===== src/rtl/vexriscv_ram_pkg.sv =====
// vexriscv_ram_pkg: port B state type, address width and byte-merge helpers for the VexRiscv RAM controller
package vexriscv_ram_pkg;
  typedef enum logic [1:0] {IDLE, RD_WAIT, RMW_RD, RMW_WR} portb_state_e;
  function automatic int addr_w(input int depth);
    return $clog2(depth);
  endfunction
  function automatic logic [31:0] byte_merge(input logic [31:0] old_w, input logic [31:0] new_w, input logic [3:0] mask);
    logic [31:0] r;
    for (int i = 0; i < 4; i++) r[8*i +: 8] = mask[i] ? new_w[8*i +: 8] : old_w[8*i +: 8];
    return r;
  endfunction
endpackage


===== src/rtl/vexriscv_ram_if.sv =====
// vexriscv_ram_if: iBus, dBus and loader handshakes between the core side (master) and the RAM controller (slave)
interface vexriscv_ram_if import vexriscv_ram_pkg::*; #(parameter int ADDR_W = addr_w(16384));
  logic ibus_cmd_valid, ibus_cmd_ready, ibus_rsp_valid;
  logic [31:0] ibus_cmd_pc, ibus_rsp_data;
  logic dbus_cmd_valid, dbus_cmd_ready, dbus_cmd_wr, dbus_rsp_valid;
  logic [31:0] dbus_cmd_addr, dbus_cmd_data, dbus_rsp_data;
  logic [3:0] dbus_cmd_mask;
  logic ld_valid, ld_ready;
  logic [ADDR_W-1:0] ld_addr;
  logic [31:0] ld_data;
  modport master(
    output ibus_cmd_valid, ibus_cmd_pc, dbus_cmd_valid, dbus_cmd_wr, dbus_cmd_addr, dbus_cmd_data, dbus_cmd_mask,
           ld_valid, ld_addr, ld_data,
    input  ibus_cmd_ready, ibus_rsp_valid, ibus_rsp_data, dbus_cmd_ready, dbus_rsp_valid, dbus_rsp_data, ld_ready
  );
  modport slave(
    input  ibus_cmd_valid, ibus_cmd_pc, dbus_cmd_valid, dbus_cmd_wr, dbus_cmd_addr, dbus_cmd_data, dbus_cmd_mask,
           ld_valid, ld_addr, ld_data,
    output ibus_cmd_ready, ibus_rsp_valid, ibus_rsp_data, dbus_cmd_ready, dbus_rsp_valid, dbus_rsp_data, ld_ready
  );
endinterface


===== src/rtl/vexriscv_ram_rsp_pipe.sv =====
// vexriscv_ram_rsp_pipe: LAT-deep valid delay line matching the RAM read latency (ports clk, rst, in_valid -> out_valid)
module vexriscv_ram_rsp_pipe #(parameter int LAT = 2) (
  input  logic clk,
  input  logic rst,
  input  logic in_valid,
  output logic out_valid
);
  logic [LAT-1:0] sr;
  always_ff @(posedge clk) sr <= rst ? '0 : LAT'({sr, in_valid});
  assign out_valid = sr[LAT-1];
endmodule


===== src/rtl/vexriscv_ram_ctrl.sv =====
// vexriscv_ram_ctrl: dual-port BRAM sequencer (port A iBus fetch, port B dBus with RMW byte writes; loader arbitration when VEXRISCV_RAM_LOADER_EN) - ports clk, rst, bus (slave), ram_* BRAM pins
module vexriscv_ram_ctrl import vexriscv_ram_pkg::*; #(
  parameter int RAM_WIDTH = 32,
  parameter int RAM_DEPTH = 16384,
  parameter int RAM_LATENCY = 2,
  localparam int ADDR_W = addr_w(RAM_DEPTH)
) (
  input  logic                 clk,
  input  logic                 rst,
  vexriscv_ram_if.slave        bus,
  output logic                 ram_ena,
  output logic                 ram_enb,
  output logic                 ram_wea,
  output logic                 ram_web,
  output logic [ADDR_W-1:0]    ram_addra,
  output logic [ADDR_W-1:0]    ram_addrb,
  output logic [RAM_WIDTH-1:0] ram_dina,
  output logic [RAM_WIDTH-1:0] ram_dinb,
  output logic                 ram_regcea,
  output logic                 ram_regceb,
  output logic                 ram_rsta,
  output logic                 ram_rstb,
  input  logic [RAM_WIDTH-1:0] ram_douta,
  input  logic [RAM_WIDTH-1:0] ram_doutb
);
  portb_state_e state;
  logic [1:0] cnt;
  logic [ADDR_W-1:0] lat_addr, pc_word, d_word;
  logic [31:0] lat_data;
  logic [3:0] lat_mask;
  logic idle, wr_st, ld_go, d_acc, d_rd, d_full, d_part, wait_done;
  logic unused_bits;
  assign pc_word = bus.ibus_cmd_pc[ADDR_W+1:2];
  assign d_word = bus.dbus_cmd_addr[ADDR_W+1:2];
  assign unused_bits = ^{bus.ibus_cmd_pc[31:ADDR_W+2], bus.ibus_cmd_pc[1:0], bus.dbus_cmd_addr[31:ADDR_W+2], bus.dbus_cmd_addr[1:0]};
  assign idle = !rst && state == IDLE;
  assign wr_st = !rst && state == RMW_WR;
`ifdef VEXRISCV_RAM_LOADER_EN
  assign ld_go = idle && bus.ld_valid;
`else
  logic unused_ld;
  assign unused_ld = bus.ld_valid;
  assign ld_go = 1'b0;
`endif
  assign bus.ld_ready = ld_go;
  assign bus.dbus_cmd_ready = idle && !ld_go;
  assign d_acc = bus.dbus_cmd_valid && bus.dbus_cmd_ready;
  assign d_rd = d_acc && !bus.dbus_cmd_wr;
  assign d_full = d_acc && bus.dbus_cmd_wr && bus.dbus_cmd_mask == 4'hF;
  assign d_part = d_acc && bus.dbus_cmd_wr && bus.dbus_cmd_mask != 4'hF && bus.dbus_cmd_mask != 4'h0;
  assign wait_done = cnt == 2'(RAM_LATENCY - 1);
  assign ram_enb = ld_go || d_rd || d_full || d_part || wr_st;
  assign ram_web = ld_go || d_full || wr_st;
  assign ram_addrb = wr_st ? lat_addr : ld_go ? bus.ld_addr : d_word;
  assign ram_dinb = wr_st ? lat_data : ld_go ? bus.ld_data : bus.dbus_cmd_data;
  // a fetch of the word port B is writing this cycle is held off so the RAM never sees a same-address read/write
  assign bus.ibus_cmd_ready = !rst && !(ram_web && ram_addrb == pc_word);
  assign ram_ena = bus.ibus_cmd_valid && bus.ibus_cmd_ready;
  assign ram_wea = 1'b0;
  assign ram_addra = pc_word;
  assign ram_dina = '0;
  assign ram_regcea = 1'b1;
  assign ram_regceb = 1'b1;
  assign ram_rsta = rst;
  assign ram_rstb = rst;
  assign bus.ibus_rsp_data = ram_douta;
  assign bus.dbus_rsp_data = ram_doutb;
  vexriscv_ram_rsp_pipe #(.LAT(RAM_LATENCY)) u_pipe_a (.clk(clk), .rst(rst), .in_valid(ram_ena), .out_valid(bus.ibus_rsp_valid));
  vexriscv_ram_rsp_pipe #(.LAT(RAM_LATENCY)) u_pipe_b (.clk(clk), .rst(rst), .in_valid(d_rd), .out_valid(bus.dbus_rsp_valid));
  always_ff @(posedge clk)
    if (rst) begin
      state <= IDLE;
      cnt <= '0;
    end else begin
      cnt <= (state == IDLE || wait_done) ? '0 : cnt + 2'd1;
      case (state)
        IDLE:    state <= d_rd ? RD_WAIT : d_part ? RMW_RD : IDLE;
        RD_WAIT: state <= wait_done ? IDLE : RD_WAIT;
        RMW_RD:  state <= wait_done ? RMW_WR : RMW_RD;
        default: state <= IDLE;
      endcase
      if (d_part) begin
        lat_addr <= d_word;
        lat_data <= bus.dbus_cmd_data;
        lat_mask <= bus.dbus_cmd_mask;
      end
      // old word is on ram_doutb exactly when the latency count expires
      if (state == RMW_RD && wait_done) lat_data <= byte_merge(ram_doutb, lat_data, lat_mask);
    end
endmodule


===== src/flat_wrapper.sv =====
// flat-port wrapper written by rule: the top's interface ports become plain ports
module vexriscv_ram_ctrl_flat import vexriscv_ram_pkg::*;
#(
  parameter int RAM_WIDTH = 32,
  parameter int RAM_DEPTH = 16384,
  parameter int RAM_LATENCY = 2,
  localparam int ADDR_W = addr_w(RAM_DEPTH)
)
  (clk, rst, ram_ena, ram_enb, ram_wea, ram_web, ram_addra, ram_addrb, ram_dina, ram_dinb, ram_regcea, ram_regceb, ram_rsta, ram_rstb, ram_douta, ram_doutb, bus_ibus_cmd_valid, bus_ibus_cmd_pc, bus_dbus_cmd_valid, bus_dbus_cmd_wr, bus_dbus_cmd_addr, bus_dbus_cmd_data, bus_dbus_cmd_mask, bus_ld_valid, bus_ld_addr, bus_ld_data, bus_ibus_cmd_ready, bus_ibus_rsp_valid, bus_ibus_rsp_data, bus_dbus_cmd_ready, bus_dbus_rsp_valid, bus_dbus_rsp_data, bus_ld_ready);
  vexriscv_ram_if #(.ADDR_W((14))) bus_i ();
  input  logic clk;
  input  logic rst;
  output logic ram_ena;
  output logic ram_enb;
  output logic ram_wea;
  output logic ram_web;
  output logic [ADDR_W-1:0] ram_addra;
  output logic [ADDR_W-1:0] ram_addrb;
  output logic [RAM_WIDTH-1:0] ram_dina;
  output logic [RAM_WIDTH-1:0] ram_dinb;
  output logic ram_regcea;
  output logic ram_regceb;
  output logic ram_rsta;
  output logic ram_rstb;
  input  logic [RAM_WIDTH-1:0] ram_douta;
  input  logic [RAM_WIDTH-1:0] ram_doutb;
  input wire logic [$bits(bus_i.ibus_cmd_valid)-1:0] bus_ibus_cmd_valid;
  input wire logic [$bits(bus_i.ibus_cmd_pc)-1:0] bus_ibus_cmd_pc;
  input wire logic [$bits(bus_i.dbus_cmd_valid)-1:0] bus_dbus_cmd_valid;
  input wire logic [$bits(bus_i.dbus_cmd_wr)-1:0] bus_dbus_cmd_wr;
  input wire logic [$bits(bus_i.dbus_cmd_addr)-1:0] bus_dbus_cmd_addr;
  input wire logic [$bits(bus_i.dbus_cmd_data)-1:0] bus_dbus_cmd_data;
  input wire logic [$bits(bus_i.dbus_cmd_mask)-1:0] bus_dbus_cmd_mask;
  input wire logic [$bits(bus_i.ld_valid)-1:0] bus_ld_valid;
  input wire logic [$bits(bus_i.ld_addr)-1:0] bus_ld_addr;
  input wire logic [$bits(bus_i.ld_data)-1:0] bus_ld_data;
  output wire logic [$bits(bus_i.ibus_cmd_ready)-1:0] bus_ibus_cmd_ready;
  output wire logic [$bits(bus_i.ibus_rsp_valid)-1:0] bus_ibus_rsp_valid;
  output wire logic [$bits(bus_i.ibus_rsp_data)-1:0] bus_ibus_rsp_data;
  output wire logic [$bits(bus_i.dbus_cmd_ready)-1:0] bus_dbus_cmd_ready;
  output wire logic [$bits(bus_i.dbus_rsp_valid)-1:0] bus_dbus_rsp_valid;
  output wire logic [$bits(bus_i.dbus_rsp_data)-1:0] bus_dbus_rsp_data;
  output wire logic [$bits(bus_i.ld_ready)-1:0] bus_ld_ready;
  assign bus_i.ibus_cmd_valid = bus_ibus_cmd_valid;
  assign bus_i.ibus_cmd_pc = bus_ibus_cmd_pc;
  assign bus_i.dbus_cmd_valid = bus_dbus_cmd_valid;
  assign bus_i.dbus_cmd_wr = bus_dbus_cmd_wr;
  assign bus_i.dbus_cmd_addr = bus_dbus_cmd_addr;
  assign bus_i.dbus_cmd_data = bus_dbus_cmd_data;
  assign bus_i.dbus_cmd_mask = bus_dbus_cmd_mask;
  assign bus_i.ld_valid = bus_ld_valid;
  assign bus_i.ld_addr = bus_ld_addr;
  assign bus_i.ld_data = bus_ld_data;
  assign bus_ibus_cmd_ready = bus_i.ibus_cmd_ready;
  assign bus_ibus_rsp_valid = bus_i.ibus_rsp_valid;
  assign bus_ibus_rsp_data = bus_i.ibus_rsp_data;
  assign bus_dbus_cmd_ready = bus_i.dbus_cmd_ready;
  assign bus_dbus_rsp_valid = bus_i.dbus_rsp_valid;
  assign bus_dbus_rsp_data = bus_i.dbus_rsp_data;
  assign bus_ld_ready = bus_i.ld_ready;
  vexriscv_ram_ctrl #(.RAM_WIDTH(RAM_WIDTH), .RAM_DEPTH(RAM_DEPTH), .RAM_LATENCY(RAM_LATENCY)) u_core (.clk(clk), .rst(rst), .bus(bus_i), .ram_ena(ram_ena), .ram_enb(ram_enb), .ram_wea(ram_wea), .ram_web(ram_web), .ram_addra(ram_addra), .ram_addrb(ram_addrb), .ram_dina(ram_dina), .ram_dinb(ram_dinb), .ram_regcea(ram_regcea), .ram_regceb(ram_regceb), .ram_rsta(ram_rsta), .ram_rstb(ram_rstb), .ram_douta(ram_douta), .ram_doutb(ram_doutb));
endmodule

===== config.mk =====
export PLATFORM = sky130hd
export DESIGN_NAME = vexriscv_ram_ctrl_flat
export DESIGN_NICKNAME = d
export VERILOG_FILES = /design/src/rtl/vexriscv_ram_pkg.sv /design/src/rtl/vexriscv_ram_if.sv /design/src/rtl/vexriscv_ram_rsp_pipe.sv /design/src/rtl/vexriscv_ram_ctrl.sv /design/src/flat_wrapper.sv
export SDC_FILE = /design/constraint.sdc
export NUM_CORES = 1
export LEC_CHECK = 0
export CAP_MARGIN = 20
export CORE_AREA = 2 2 150 152
export DETAILED_ROUTE_END_ITERATION = 16
export DIE_AREA = 0 0 152 154
export GPL_TIMING_DRIVEN = 0
export PLACE_DENSITY = 0.63
export SLEW_MARGIN = 20
export SYNTH_ARGS = -nofsm -noshare
export SYNTH_HDL_FRONTEND = slang
export SYNTH_HIERARCHICAL = 1
export SYNTH_SLANG_ARGS = --single-unit

===== constraint.sdc =====
create_clock -name clk -period 5.72 [get_ports clk]
set_input_delay 1.716 -clock clk [delete_from_list [all_inputs] [get_ports clk]]
set_output_delay 1.716 -clock clk [all_outputs]
set_load 0.03 [all_outputs]

== Word level (Yosys, flattened, before mapping) ==
Index checks and enable logic that the tools add are counted.
W data, S select, Z words.

* Word-level logic and storage cells: 65
* Bits of input ports: 216
* RAM bits: 0
* Latch bits: 0
* Register bits: 58
* Memories kept: 0
* Bits in read-only memories: 0

* Bitwise logic cells: 1
* Shift-type cells: 0
* Reduce and logical (&&, ||, !) cells: 29
* Equal/unequal tests: 11
* Magnitude comparators: 0
* Add/sub/neg operators: 1
* Mux-type cells: 13
* Divide/modulo/power cells: 0
* Multipliers: 0

{| class="wikitable"
|+ Operators with widths
! operator !! count
|-
| $mux W32 || 3
|-
| $mux W8 || 4
|-
| $eq A14 B14 Y1 || 1
|-
| $mux W14 || 1
|-
| $logic_and A1 B1 Y1 || 12
|-
| $reduce_and A3 Y1 || 4
|-
| $ne A2 B2 Y1 const B || 4
|-
| $pmux W2 S3 || 1
|-
| $logic_or A1 B1 Y1 || 5
|-
| $eq A2 B1 Y1 const B || 2
|-
| $eq A2 B2 Y1 const B || 2
|-
| $eq A4 B4 Y1 const B || 1
|-
| $mux W2 || 2
|-
| $ne A4 B4 Y1 const B || 1
|-
| $reduce_bool A4 Y1 || 1
|-
| $logic_not A1 Y1 || 3
|-
| $add A2 B1 Y2 const B || 1
|-
| $logic_not A2 Y1 || 1
|-
| $mux W1 || 2
|-
| $reduce_and A2 Y1 || 1
|-
| $reduce_bool A2 Y1 || 1
|-
| $reduce_or A2 Y1 || 1
|-
| $not A1 Y1 || 1
|}

== Longest topological paths before layout ==
Gate-level depths: netlist of the first run.

* Depth in word-level cells: 10
* Depth in mapped cells: 9
* Gate-level depth less buffers: 6

== Cells and area by module ==
The synthesis of the first run kept the hierarchy.

{| class="wikitable"
|+ By module, submodules not included
! module !! area an instance (um2) !! seq. area each (um2) !! times used !! cells an instance
|-
| vexriscv_ram_ctrl || 4025.1 || 1581.5 || 1 || 502
|-
| vexriscv_ram_rsp_pipe || 52.6 || 40.0 || 2 || 4
|}

== Worst setup path after synthesis of the first run ==
Ideal clock, no wire load.

* Kind: in2out
* Start point: in rst
* End point: out ram_enb
* Path slack: -668 ps
* Buffers on the path: 1
* Arrival time: 4672 ps
* Data required time: 4004 ps
* Stages: 5
* Path through: buf_2 nor3_1 nand3_1 nor3_1 or3_1

* Longest elaborated chain between the ends: 8

{| class="wikitable"
|+ Ends and longest elaborated chain
! what !! line !! RTL
|-
| start, declared || flat_wrapper.sv:12 || <nowiki>input logic rst;</nowiki>
|-
| $logic_not A1 Y1 (*) || vexriscv_ram_ctrl.sv:36 || <nowiki>assign idle = !rst && state == IDLE;</nowiki>
|-
| $logic_and A1 B1 Y1 (*) || vexriscv_ram_ctrl.sv:36 ||
|-
| via bus_dbus_cmd_ready || flat_wrapper.sv:40 || <nowiki>output wire logic [$bits(bus_i.dbus_cmd_ready)-1:0] bus_dbus_cmd_ready;</nowiki>
|-
| $logic_and A1 B1 Y1 (*) || vexriscv_ram_ctrl.sv:47 || <nowiki>assign d_acc = bus.dbus_cmd_valid && bus.dbus_cmd_ready;</nowiki>
|-
| $logic_and A1 B1 Y1 || vexriscv_ram_ctrl.sv:49, vexriscv_ram_ctrl.sv:50 ||
|-
| $logic_and A1 B1 Y1 (on tied branches) || vexriscv_ram_ctrl.sv:49, vexriscv_ram_ctrl.sv:50 ||
|-
| $logic_or A1 B1 Y1 / $logic_and A1 B1 Y1 (equally long branches) || vexriscv_ram_ctrl.sv:52, vexriscv_ram_ctrl.sv:50 ||
|-
| $logic_or A1 B1 Y1 (*) (2 in a row) || vexriscv_ram_ctrl.sv:52 || <nowiki>assign ram_enb = ld_go || d_rd || d_full || d_part || wr_st;</nowiki>
|-
| end, declared || flat_wrapper.sv:14 || <nowiki>output logic ram_enb;</nowiki>
|}

Mark *: on every way through the listed nets, which the timed path passes. The rest lies on a longest branch.

== Final worst setup path of the first run ==
* Start point: in rst
* End point: out bus_ibus_cmd_ready

* Longest elaborated chain between the ends: 9

{| class="wikitable"
|+ Ends and longest elaborated chain
! what !! line !! RTL
|-
| $logic_not A1 Y1 (*) || vexriscv_ram_ctrl.sv:36, vexriscv_ram_ctrl.sv:37, vexriscv_ram_ctrl.sv:57 ||
|-
| branches (longest 7 deep; another with $mux W14) || n/a ||
|-
| $logic_and A1 B1 Y1 (*) || vexriscv_ram_ctrl.sv:57 || <nowiki>assign bus.ibus_cmd_ready = !rst && !(ram_web && ram_addrb == pc_word);</nowiki>
|-
| end, declared || flat_wrapper.sv:37 || <nowiki>output wire logic [$bits(bus_i.ibus_cmd_ready)-1:0] bus_ibus_cmd_ready;</nowiki>
|}

Mark *: on every way between the ends.

==> results of run 1 <==
==> through the flow <==
stage          std cells  area (µm²)  power [µW]  worst slack [ns]
3_3_place_gp        1057        6952       937.2           -0.9570
2_1_floorplan        544        4269       741.7            0.1417
4_1_cts             1076        7277        1502            0.1573
3_5_place_dp        1057        6955       939.3           -0.9222
5_1_grt             1076        7277        1547           0.02682
6_report            1076        7277        1482            0.1672
==> cells by family (layout without fill, tap and decap cells) <==
logic type / Yosys count / after routing
AO/OA/AOI/OAI: 32 / 32
adder cells (fa/ha/maj): 1 / 1
AND/OR/NAND/NOR: 251 / 252
XOR/XNOR: 8 / 8
buffers and inverters: 152 / 403
other: 2 / 36
flip-flops: 58 / 58
multiplexers: 6 / 6
==> sequential cells by signal, summed over array words and instances (netlist names) <==
name                cells
u_core/u_pipe_a/sr      2
u_core/u_pipe_b/sr      2
u_core/state            2
u_core/lat_mask         4
u_core/lat_data        32
u_core/cnt              2
u_core/lat_addr        14
==> cells in the mapped netlist (3+ instances only) <==
library cell / n
a21oi_1: 5
buf_4: 116
clkbuf_1: 13
dfxtp_1: 8
edfxtp_1: 50
inv_1: 16
mux2_2: 5
nand2_1: 215
nand2b_1: 5
nor2_1: 5
nor2b_1: 7
nor3_1: 4
nor4_1: 4
o21ai_0: 6
o22ai_1: 3
xnor2_1: 6
==> layout make-up <==
class	instances	area, µm²
buffer	136	994.7
clock buffer	13	292.8
clock inverter	3	16.27
fill	2258	14410
inverter	16	60.06
multi-input combinational	335	1593
sequential	58	1662
tap	280	350.3
timing repair buffer	235	2308
==> critical path, delay by kind of cell <==
kind                   cells  cell delay [ns]
buffers and inverters      4             0.95
AO/OA/AOI/OAI              2             0.45
multiplexers               1             0.32
AND/OR/NAND/NOR            1             0.25
XOR/XNOR                   1             0.15
==> power by group through the flow <==
| stage | Combinational, µW | Clock, µW | Sequential (µW) |
|---|---|---|---|
| 2_1_floorplan | 257 | 0 | 485 |
| 3_3_place_gp | 452 | 0 | 485 |
| 3_5_place_dp | 454 | 0 | 485 |
| 4_1_cts | 448 | 577 | 476 |
| 5_1_grt | 472 | 598 | 477 |
| 6_report | 446 | 560 | 477 |
==> per-layer routing <==
layer  vias up  track usage [%]  share of wire, %
li1       2072                -                 -
met1      1859            14.51                42
met2       197            20.79                49
met3        16            3.044               7.4
met4         0            5.073               2.0
met5         -                0                 0
==> worst paths after layout <==
check	slack, ns	endpoint	startpoint	cells after the start
min	0.44	u_core/cnt[0]$_SDFF_PP0_	u_core/cnt[0]$_SDFF_PP0_	1
max reg2reg	2.79	u_core/lat_data[24]$_DFFE_PP_	u_core/cnt[0]$_SDFF_PP0_	5
max	0.17	bus_ibus_cmd_ready	rst	9
min reg2reg	0.44	u_core/cnt[0]$_SDFF_PP0_	u_core/cnt[0]$_SDFF_PP0_	1
==> timing repair <==
action,4_1_cts,5_1_grt
gates resized for setup,49,0
buffers inserted,2,0
endpoints found under the setup margin,44,0
hold endpoints to repair,0,0
==> metrics.md, run 1 <==
| Metric | Value |
|---|---|
| GRT Overall Usage | 12.14% |
| Crit-path most repeated cell | dlygate4sd2_1 |
| Vias in the first global route | 3,946 |
| H-tree levels | 3 |
| YS warnings | 6 |
| Gr ovfl total | 0 |
| Sequential share of power | 32.1% |
| Multiplexer area fraction after synthesis | 1.727% |
| Global-route wire length before repair | between 20,000 and 25,000 µm |
| Clock group share of total power | between 30% and 40% |
| Clock tree root driver cell | clkbuf_16 |
| Largest family of logic cells by synthesized area | buffers and inverters |
| Avg Cell Area, Syn | 8.098 µm² |
| TritonCTS Buffers | 9 |
| # nets final | ~1,000 |
| Mapped Cells | 510 |
| Netlist cell types | 47 |
| Cell accounting for the most synthesized area | edfxtp_1 |
| Fin. Hold Viols | 0 |
| Max Cap Violations | 0 |
| Final hold slack | 0.4414 ns |
| Post-synthesis simple-gate area fraction | 24.75% |
| Worst VDD drop | approximately 0.00013 V |
| Layout cells sized above 1 | between 20% and 30% |
| Slew of the pin with the lowest slew margin | 1.043 ns |
| Int Pwr | 1042 µW |
| Period utilization | 97.08% |
| Setup_tns | 0 ns |
| Rows | 54 |
| Setup CP Type | in -> out |
| Ant. Diodes | 0 |
| Area delta synth->final | 76.19% |
| Max Clk Rate | approximately 0.18 GHz |
| Crit path arrival time | 3.84 ns |
| Largest net degree at the start of global routing | 11 |
| Top cells by area, synth | edfxtp_1 (36%), buf_4 (21%), nand2_1 (20%) |
| Static Leak | approximately 0.0033 µW |
| Ys async rst share | 0% |
| Min Tclk post-route | 5.553 ns |
| Placer Congestion | 0.7855 |
| Die width | 152 µm |
| CP max FO | 10 |
| Net Switching | 440.1 µW |
| Clk_skew | between 0.008 and 0.009 ns |
| Total die area | 23,410 µm² |
| Antenna violations before repair | 0 |
| Initial Util | about a fifth |
| Critical-path top delay cell | dlygate4sd2_1 |
| WL/cell | 13.75 µm |
| Pwr per Cell Area | 203.7 nW/µm² |
| IO Pins | 385 |
| Post-synth top area share | 36.35% |
| #FFs+latches synth | 58 |
| Critical path's largest stage delay | around 0.37 ns |
| Core Region | 21,690 µm² |
| Critical Path Source Type | primary input |
| CTS Buffer Depth | 2 |
| Status | finished clean |
| CP Capture Type | primary output |
| Worst EP required | 4.00 ns |
| Post-layout util | between 30% and 40% |
| Post-CTS Hold Buffers | 0 |
| HPWL after detailed placement | about 12,000 µm |
| Worst slew margin | between 30% and 40% |
| Synth Area in XOR/XNOR | under 10% |
| Post-synthesis sequential area ratio | 40.23% |
| Total Wirelength | 14,800 µm |
| Vert. Die Dim | 154 µm |
| Setup Viol. Count Final | 0 |
| Synth Area in Adders | 0.3029% |
| Sw Ratio | 29.69% |
| Number of synthesized flops with an enable pin | 50 |
| Clk sinks | slightly below 60 |
| Comb pwr share | 30.1% |
| # DRC | 0 |
| Worst-path cell chain | dlygate4sd2_1 -> and3b_1 -> buf_6 -> buf_8 -> mux2_4 -> xor2_1 -> a221oi_2 -> a31oi_1 -> dlygate4sd2_1 |
| Commonest non-fill, non-tap cell in the layout | nand2_1 |
| Clock slew at reported path FFs | 0.06 ns |
| Compound-gate portion of the synthesized area | 6.059% |
| Slew Limit Fails | 0 |
| CTS tree | built |
| Final antenna-violating net count | 0 |
| DRT iter0 DRCs | ~140 |
| Unrepaired setup endpoints after global routing | false |
| Port-buffer cells | 233 |
| Via density | 3.851 |
| Most frequent cells in the layout | nand2_1 (215), clkdlybuf4s50_1 (200), buf_4 (118) |
| Hold Path Class | reg -> reg |
| Post-Syn Area | 4130 µm² |
| DRT Pass-1 Iters | 4 |
| Total vias in the final route | 4,144 |
| Main flop type after synthesis | edfxtp_1 |
| Worst-skew pair later-pin latency | 0.34 ns |
No activity file was read; power rests on OpenSTA's default activity.
==> inputs of run 2 (changes only) <==
Settings changed: DONT_BUFFER_PORTS set to 1, PLACE_DENSITY 0.63 to 0.42.
==> metrics.md, run 2 (synthesis gave the netlist of run 1 again) <==
| Metric | Value |
|---|---|
| CP max FO | 10 (unchanged) |
| Sw Ratio | 31.64% (+2.0 points) |
| Reg2Reg Depth | 6 (+1) |
| Port-buffer cells | 0 (-100%) |
| Vias in the first global route | 3,048 (-23%) |
| Worst-skew pair later-pin latency | 0.33 ns (about the same) |
| Total Wirelength | 13,890 µm (-6.1%) |
| Placer Congestion | 0.7553 (-3.8%) |
| Core Region | 21,690 µm² (unchanged) |
| Comb pwr share | 22.3% (-7.8 points) |
| Period utilization | 97.70% (+0.62 points) |
| Setup CP Type | in -> out |
| Most frequent cells in the layout | nand2_1 (215), buf_4 (116), edfxtp_1 (50) |
| Worst Hold End | u_core/cnt[0]$_SDFF_PP0_ |
| Ant. Diodes | 0 (unchanged) |
| DRT iter0 DRCs | 128 (-7.9%) |
| Setup Viol. Count Final | 0 (unchanged) |
| Static Leak | 0.002293 µW (-30%) |
| WP buf/inv | 3 (-1) |
| Commonest non-fill, non-tap cell in the layout | nand2_1 |
| Levels on crit path | 5 (-4) |
| Total vias in the final route | 3,226 (-22%) |
| Critical path's largest stage delay | 0.84 ns (+0.47 ns) |
| Rows | 54 (unchanged) |
| Crit-path most repeated cell | clkbuf_2 |
| Pwr per Cell Area | 255.7 nW/µm² (+26%) |
| Hold wc startpoint | u_core/cnt[0]$_SDFF_PP0_ |
| Status | finished clean |
| Int Pwr | 861.4 µW (-17%) |
| Clk_skew | 0.007892 ns (-0.001048 ns) |
| Fin. Hold Viols | 0 (unchanged) |
| Final antenna-violating net count | 0 (unchanged) |
| CP Capture Type | primary output |
| Area delta synth->final | 19.33% |
| Net Switching | 398.8 µW (-9.4%) |
| Min Tclk post-route | 5.588 ns (+0.03553 ns) |
| Max Cap Violations | 0 (unchanged) |
| Vert. Die Dim | 154 µm (unchanged) |
| FF-to-FF Start | u_core/state[0]$_SDFF_PP0_ |
| Worst EP required | 4.00 ns (about the same) |
| Max Clk Rate | 0.1789 GHz (-0.64%) |
| Clk sinks | 58 (unchanged) |
| CTS tree | built |
| Critical-path top delay cell | o21ai_0 |
| Post-CTS Hold Buffers | 0 (unchanged) |
| Hold Path Class | reg -> reg |
| Power consumption | 1260 µW (-15%) |
| WL/cell | 16.52 µm (+20%) |
| GRT Overall Usage | 11.49% (-0.65 points) |
| Die width | 152 µm (unchanged) |
| Antenna violations before repair | 0 (unchanged) |
| DRT Pass-1 Iters | 4 (unchanged) |
| Clock group share of total power | 39.9% (+2.1 points) |
| Crit path max-delay family | buffers and inverters |
| HPWL after detailed placement | 10,720 µm (-9.4%) |
| Clock tree root driver cell | clkbuf_16 |
| # nets final | 773 (-23%) |
| # DRC | 0 (unchanged) |
| Largest register FFs | 32 (unchanged) |
| CTS Buffer Depth | 2 (unchanged) |
| H-tree levels | 3 (unchanged) |
| Setup Fix Bufs, Post-CTS | 0 (-2) |
| Worst VDD drop | 0.0001221 V (-3.1%) |
| TritonCTS Buffers | 9 (unchanged) |
| Largest Register | u_core/lat_data |
| Largest net degree at the start of global routing | 12 (+1) |
| Final hold slack | 0.4326 ns (-0.008831 ns) |
| Critical Path Source Type | primary input |
| Initial Util | 19.04% (unchanged) |
| Global-route wire length before repair | 19,960 µm (-9.7%) |
| IO Pins | 385 (unchanged) |
| Reg2reg end | u_core/lat_data[6]$_DFFE_PP_ |
| R2R setup slack | 2.39 ns (-0.40 ns) |
| Min-Delay Path Depth | 1 (unchanged) |
| Worst slew margin | 35.04% (+4.6 points) |
| Largest regs | u_core/lat_data: 32 flops, u_core/lat_addr: 14 flops, u_core/lat_mask: 4 flops |
| Total die area | 23,410 µm² (unchanged) |
| Gr ovfl total | 0 (unchanged) |
| Clock slew at reported path FFs | 0.06 ns (about the same) |
| Crit path arrival time | 3.87 ns (+0.03 ns) |
| Unrepaired setup endpoints after global routing | false |
| Via density | 3.836 (-0.40%) |
| Sequential share of power | 37.9% (+5.8 points) |
| Worst-path cell chain | buf_2 -> nand3b_1 -> clkbuf_2 -> clkbuf_2 -> o21ai_0 |
| Slew Limit Fails | 0 (unchanged) |
| Slew of the pin with the lowest slew margin | 0.9642 ns (-0.07887 ns) |
| Layout cells sized above 1 | 27.81% (+7.6 points) |
[run 2: layer usage]
| layer | vias to the layer above | GRT usage (%) | share of wire, % |
|---|---|---|---|
| met5 | - | 0 | 0 |
| met4 | 0 | 3.026 | 1.3 |
| met3 | 17 | 4.087 | 9.4 |
| met2 | 184 | 18.66 | 47 |
| met1 | 1435 | 14.51 | 42 |
| li1 | 1590 | - | - |
[run 2: through the flow]
step | cell area (µm²) | setup WS, ns | setup TNS, ns | std cells | util (%)
after floorplan | 4269 | 0.1417 | 0 | 544 | -
after global placement | 4619 | -0.4042 | -3.490 | 824 | 21.30
after detailed placement | 4633 | -0.3611 | -2.424 | 824 | 21.36
after CTS | 4921 | 0.09027 | 0 | 841 | 22.69
after global routing | 4928 | 0.004609 | 0 | 841 | 22.72
final | 4928 | 0.1317 | 0 | 841 | 22.72
[run 2: worst max path at each step]
stage	start	slack, ns	end
2_1_floorplan	rst	0.14	ram_enb
3_3_place_gp	rst	-0.40	ram_enb
3_5_place_dp	rst	-0.36	ram_enb
4_1_cts	rst	0.09	ram_addrb[11]
5_1_grt	rst	0.005	ram_addrb[4]
6_report	rst	0.13	ram_addrb[4]
[run 2: repair_timing]
item / 4_1_cts / 5_1_grt
setup endpoints to repair: 13 / 2
gates resized for setup: 4 / 2
pin swaps: 1 / 0
gates cloned: 1 / 0
[run 2: power by group through the flow]
stage               Sequential (µW)  Clock (µW)  Combinational, µW
floorplan                       485           0                257
global placement                486           0                280
detailed placement              486           0                280
CTS                             477         531                282
global route                    478         547                298
finish                          477         502                280
[run 2: area by class of cell]
cell class                 instances  area (µm²)
clock buffer                      11       242.7
fill                            2394       16760
buffer                           136       977.2
multi-input combinational        335        1609
tap                              280       350.3
clock inverter                     5       27.53
sequential                        58        1662
inverter                          16       60.06
==> inputs of run 3 (changes only) <==
Settings changed: PLACE_DENSITY 0.42 to unset, PLACE_DENSITY_LB_ADDON set to 0.25.
==> metrics.md, run 3 (synthesis gave the netlist of run 1 again) <==
| Metric | Value |
|---|---|
| Status | finished clean |
| Largest net degree at the start of global routing | 12 (unchanged) |
| Slew Limit Fails | 0 (unchanged) |
| Top sig layer | met4 |
| HPWL after detailed placement | 10,890 µm (+1.6%) |
| FF/Latch Area | 1662 µm² (unchanged) |
| Power consumption | 1310 µW (+4.0%) |
| Clk_skew | 0.008563 ns (+0.0006706 ns) |
| Final antenna-violating net count | 0 (unchanged) |
| Total Wirelength | 13,880 µm (about the same) |
| Via density | 3.822 (-0.37%) |
| Port-buffer cells | 0 (unchanged) |
| IO Pins | 385 (unchanged) |
| Total vias in the final route | 3,218 (-0.25%) |
| Layout cells sized above 1 | 27.76% (-0.049 points) |
| Rows | 54 (unchanged) |
| Worst Hold End | u_core/cnt[0]$_SDFF_PP0_ |
| Critical Path Source Type | primary input |
| GRT Overall Usage | 11.51% (+0.015 points) |
| Sw Ratio | 31.02% (-0.63 points) |
| Worst VDD drop | 0.0001210 V (-0.95%) |
| Reg2Reg Depth | 6 (unchanged) |
| WL/cell | 16.49 µm (-0.18%) |
| M1 WL | 5889 µm (+0.34%) |
| Clock tree root driver cell | clkbuf_16 |
| CTS tree | built |
| Commonest non-fill, non-tap cell in the layout | nand2_1 |
| # DRC | 0 (unchanged) |
| Ant. Diodes | 0 (unchanged) |
| Pwr per Cell Area | 263.8 nW/µm² (+3.2%) |
| Die width | 152 µm (unchanged) |
| TritonCTS Buffers | 9 (unchanged) |
| DRT Pass-1 Iters | 5 (+1) |
| Final design instance area without fill | 4967 µm² (+0.79%) |
| Vias in the first global route | 3,048 (unchanged) |
| Hold Path Class | reg -> reg |
| Clock slew at reported path FFs | 0.06 ns (about the same) |
| # nets final | 774 (+0.13%) |
| Most frequent cells in the layout | nand2_1 (215), buf_4 (116), edfxtp_1 (50) |
| Gr ovfl total | 0 (unchanged) |
| Static Leak | 0.002312 µW (+0.85%) |
| Min-Delay Path Depth | 1 (unchanged) |
| Area delta synth->final | 20.27% |
| Worst slew margin | 32.83% (-2.2 points) |
| Net Switching | 406.4 µW (+1.9%) |
| Met2 wire length | 6869 µm (+5.2%) |
| Min Tclk post-route | 5.560 ns (-0.02836 ns) |
| CP max FO | 10 (unchanged) |
| Clk sinks | 58 (unchanged) |
| R2R setup slack | 2.41 ns (+0.02 ns) |
| Core Region | 21,690 µm² (unchanged) |
| Reg2reg end | u_core/lat_data[6]$_DFFE_PP_ |
| DRT iter0 DRCs | 131 (+2.3%) |
| Total die area | 23,410 µm² (unchanged) |
| Placer Congestion | 0.7318 (-3.1%) |
| Slew of the pin with the lowest slew margin | 0.9971 ns (+0.03290 ns) |
| Sequential share of power | 36.4% (-1.5 points) |
| Vert. Die Dim | 154 µm (unchanged) |
| Period utilization | 97.20% (-0.50 points) |
| Post-layout util | 22.90% (+0.18 points) |
| Comb pwr share | 21.4% (-0.9 points) |
| Worst-skew pair later-pin latency | 0.34 ns (about the same) |
| CP Capture Type | primary output |
| FF-to-FF Start | u_core/state[0]$_SDFF_PP0_ |
| Crit path arrival time | 3.84 ns (-0.03 ns) |
| Global-route wire length before repair | 19,710 µm (-1.2%) |
| Final hold slack | 0.4291 ns (-0.003438 ns) |
| Hold wc startpoint | u_core/cnt[0]$_SDFF_PP0_ |
| Setup CP Type | in -> out |
| Max Cap Violations | 0 (unchanged) |
| Fin. Hold Viols | 0 (unchanged) |
| Max Clk Rate | 0.1799 GHz (+0.51%) |
| Fillers | 2,403 (+0.38%) |
| Clock group share of total power | 42.1% (+2.2 points) |
| Largest register FFs | 32 (unchanged) |
| Int Pwr | 903.8 µW (+4.9%) |
| Setup Viol. Count Final | 0 (unchanged) |
| Antenna violations before repair | 0 (unchanged) |
| Post-CTS Hold Buffers | 0 (unchanged) |
| CTS Buffer Depth | 2 (unchanged) |
| H-tree levels | 3 (unchanged) |
| Worst EP required | 4.00 ns (about the same) |
| Largest Register | u_core/lat_data |
| Initial Util | 19.04% (unchanged) |
| Unrepaired setup endpoints after global routing | true |
| Placed Area | 4629 µm² (about the same) |
| Area of the multi-input gates | 1605 µm² (-0.23%) |
| Largest regs | u_core/lat_data: 32 flops, u_core/lat_addr: 14 flops, u_core/lat_mask: 4 flops |
| Metal3 WL | 925 µm (-29%) |
==> run 3: timing repair <==
| action | CTS | global route |
|---|---|---|
| gates resized for setup | 2 | 0 |
| gates cloned | 1 | 0 |
| buffers inserted | 0 | 0 |
| pin swaps | 1 | 0 |
| setup endpoints to repair | 11 | 4 |
==> run 3: worst max-delay path by stage <==
stage                     cells after the start  startpoint       endpoint
after global placement                        5         rst        ram_enb
final                                         5         rst   ram_addrb[4]
after global routing                          5         rst  ram_addrb[11]
after floorplan                               5         rst        ram_enb
after detailed placement                      5         rst        ram_enb
after CTS                                     5         rst  ram_addrb[13]
==> run 3: layer usage <==
layer	up-vias	track usage, %
li1	1599	-
met1	1434	13.86
met2	174	19.61
met3	11	3.354
met4	0	4.005
met5	-	0
==> run 3: worst max-delay path, stage by stage <==
cell,delay [ns]
buf_2,0.17
nand3b_1,0.33
clkbuf_2,0.36
clkbuf_1,0.40
o21ai_0,0.86
==> run 3: cell type report <==
class	count	share of cell area [%]
timing repair buffer	1	0.1511
sequential	58	33.45
clock buffer	11	5.542
multi-input combinational	335	32.32
buffer	136	19.65
tap	280	7.053
clock inverter	5	0.6297
inverter	16	1.209
==> run 3: power groups by stage <==
stage	sequential, µW	clock (µW)	combinational [µW]
after floorplan	485	0	257
after global placement	486	0	280
after detailed placement	486	0	281
after CTS	477	584	283
after global routing	478	600	297
final	477	552	281
==> run 3: per-stage QoR <==
stage / TNS, ns / worst slack, ns / std cells
detailed placement: -1.789 / -0.3865 / 824
CTS: 0 / 0.009602 / 841
floorplan: 0 / 0.1417 / 544
global route: -0.1045 / -0.02885 / 842
finish: 0 / 0.1600 / 842
global placement: -2.651 / -0.3721 / 824
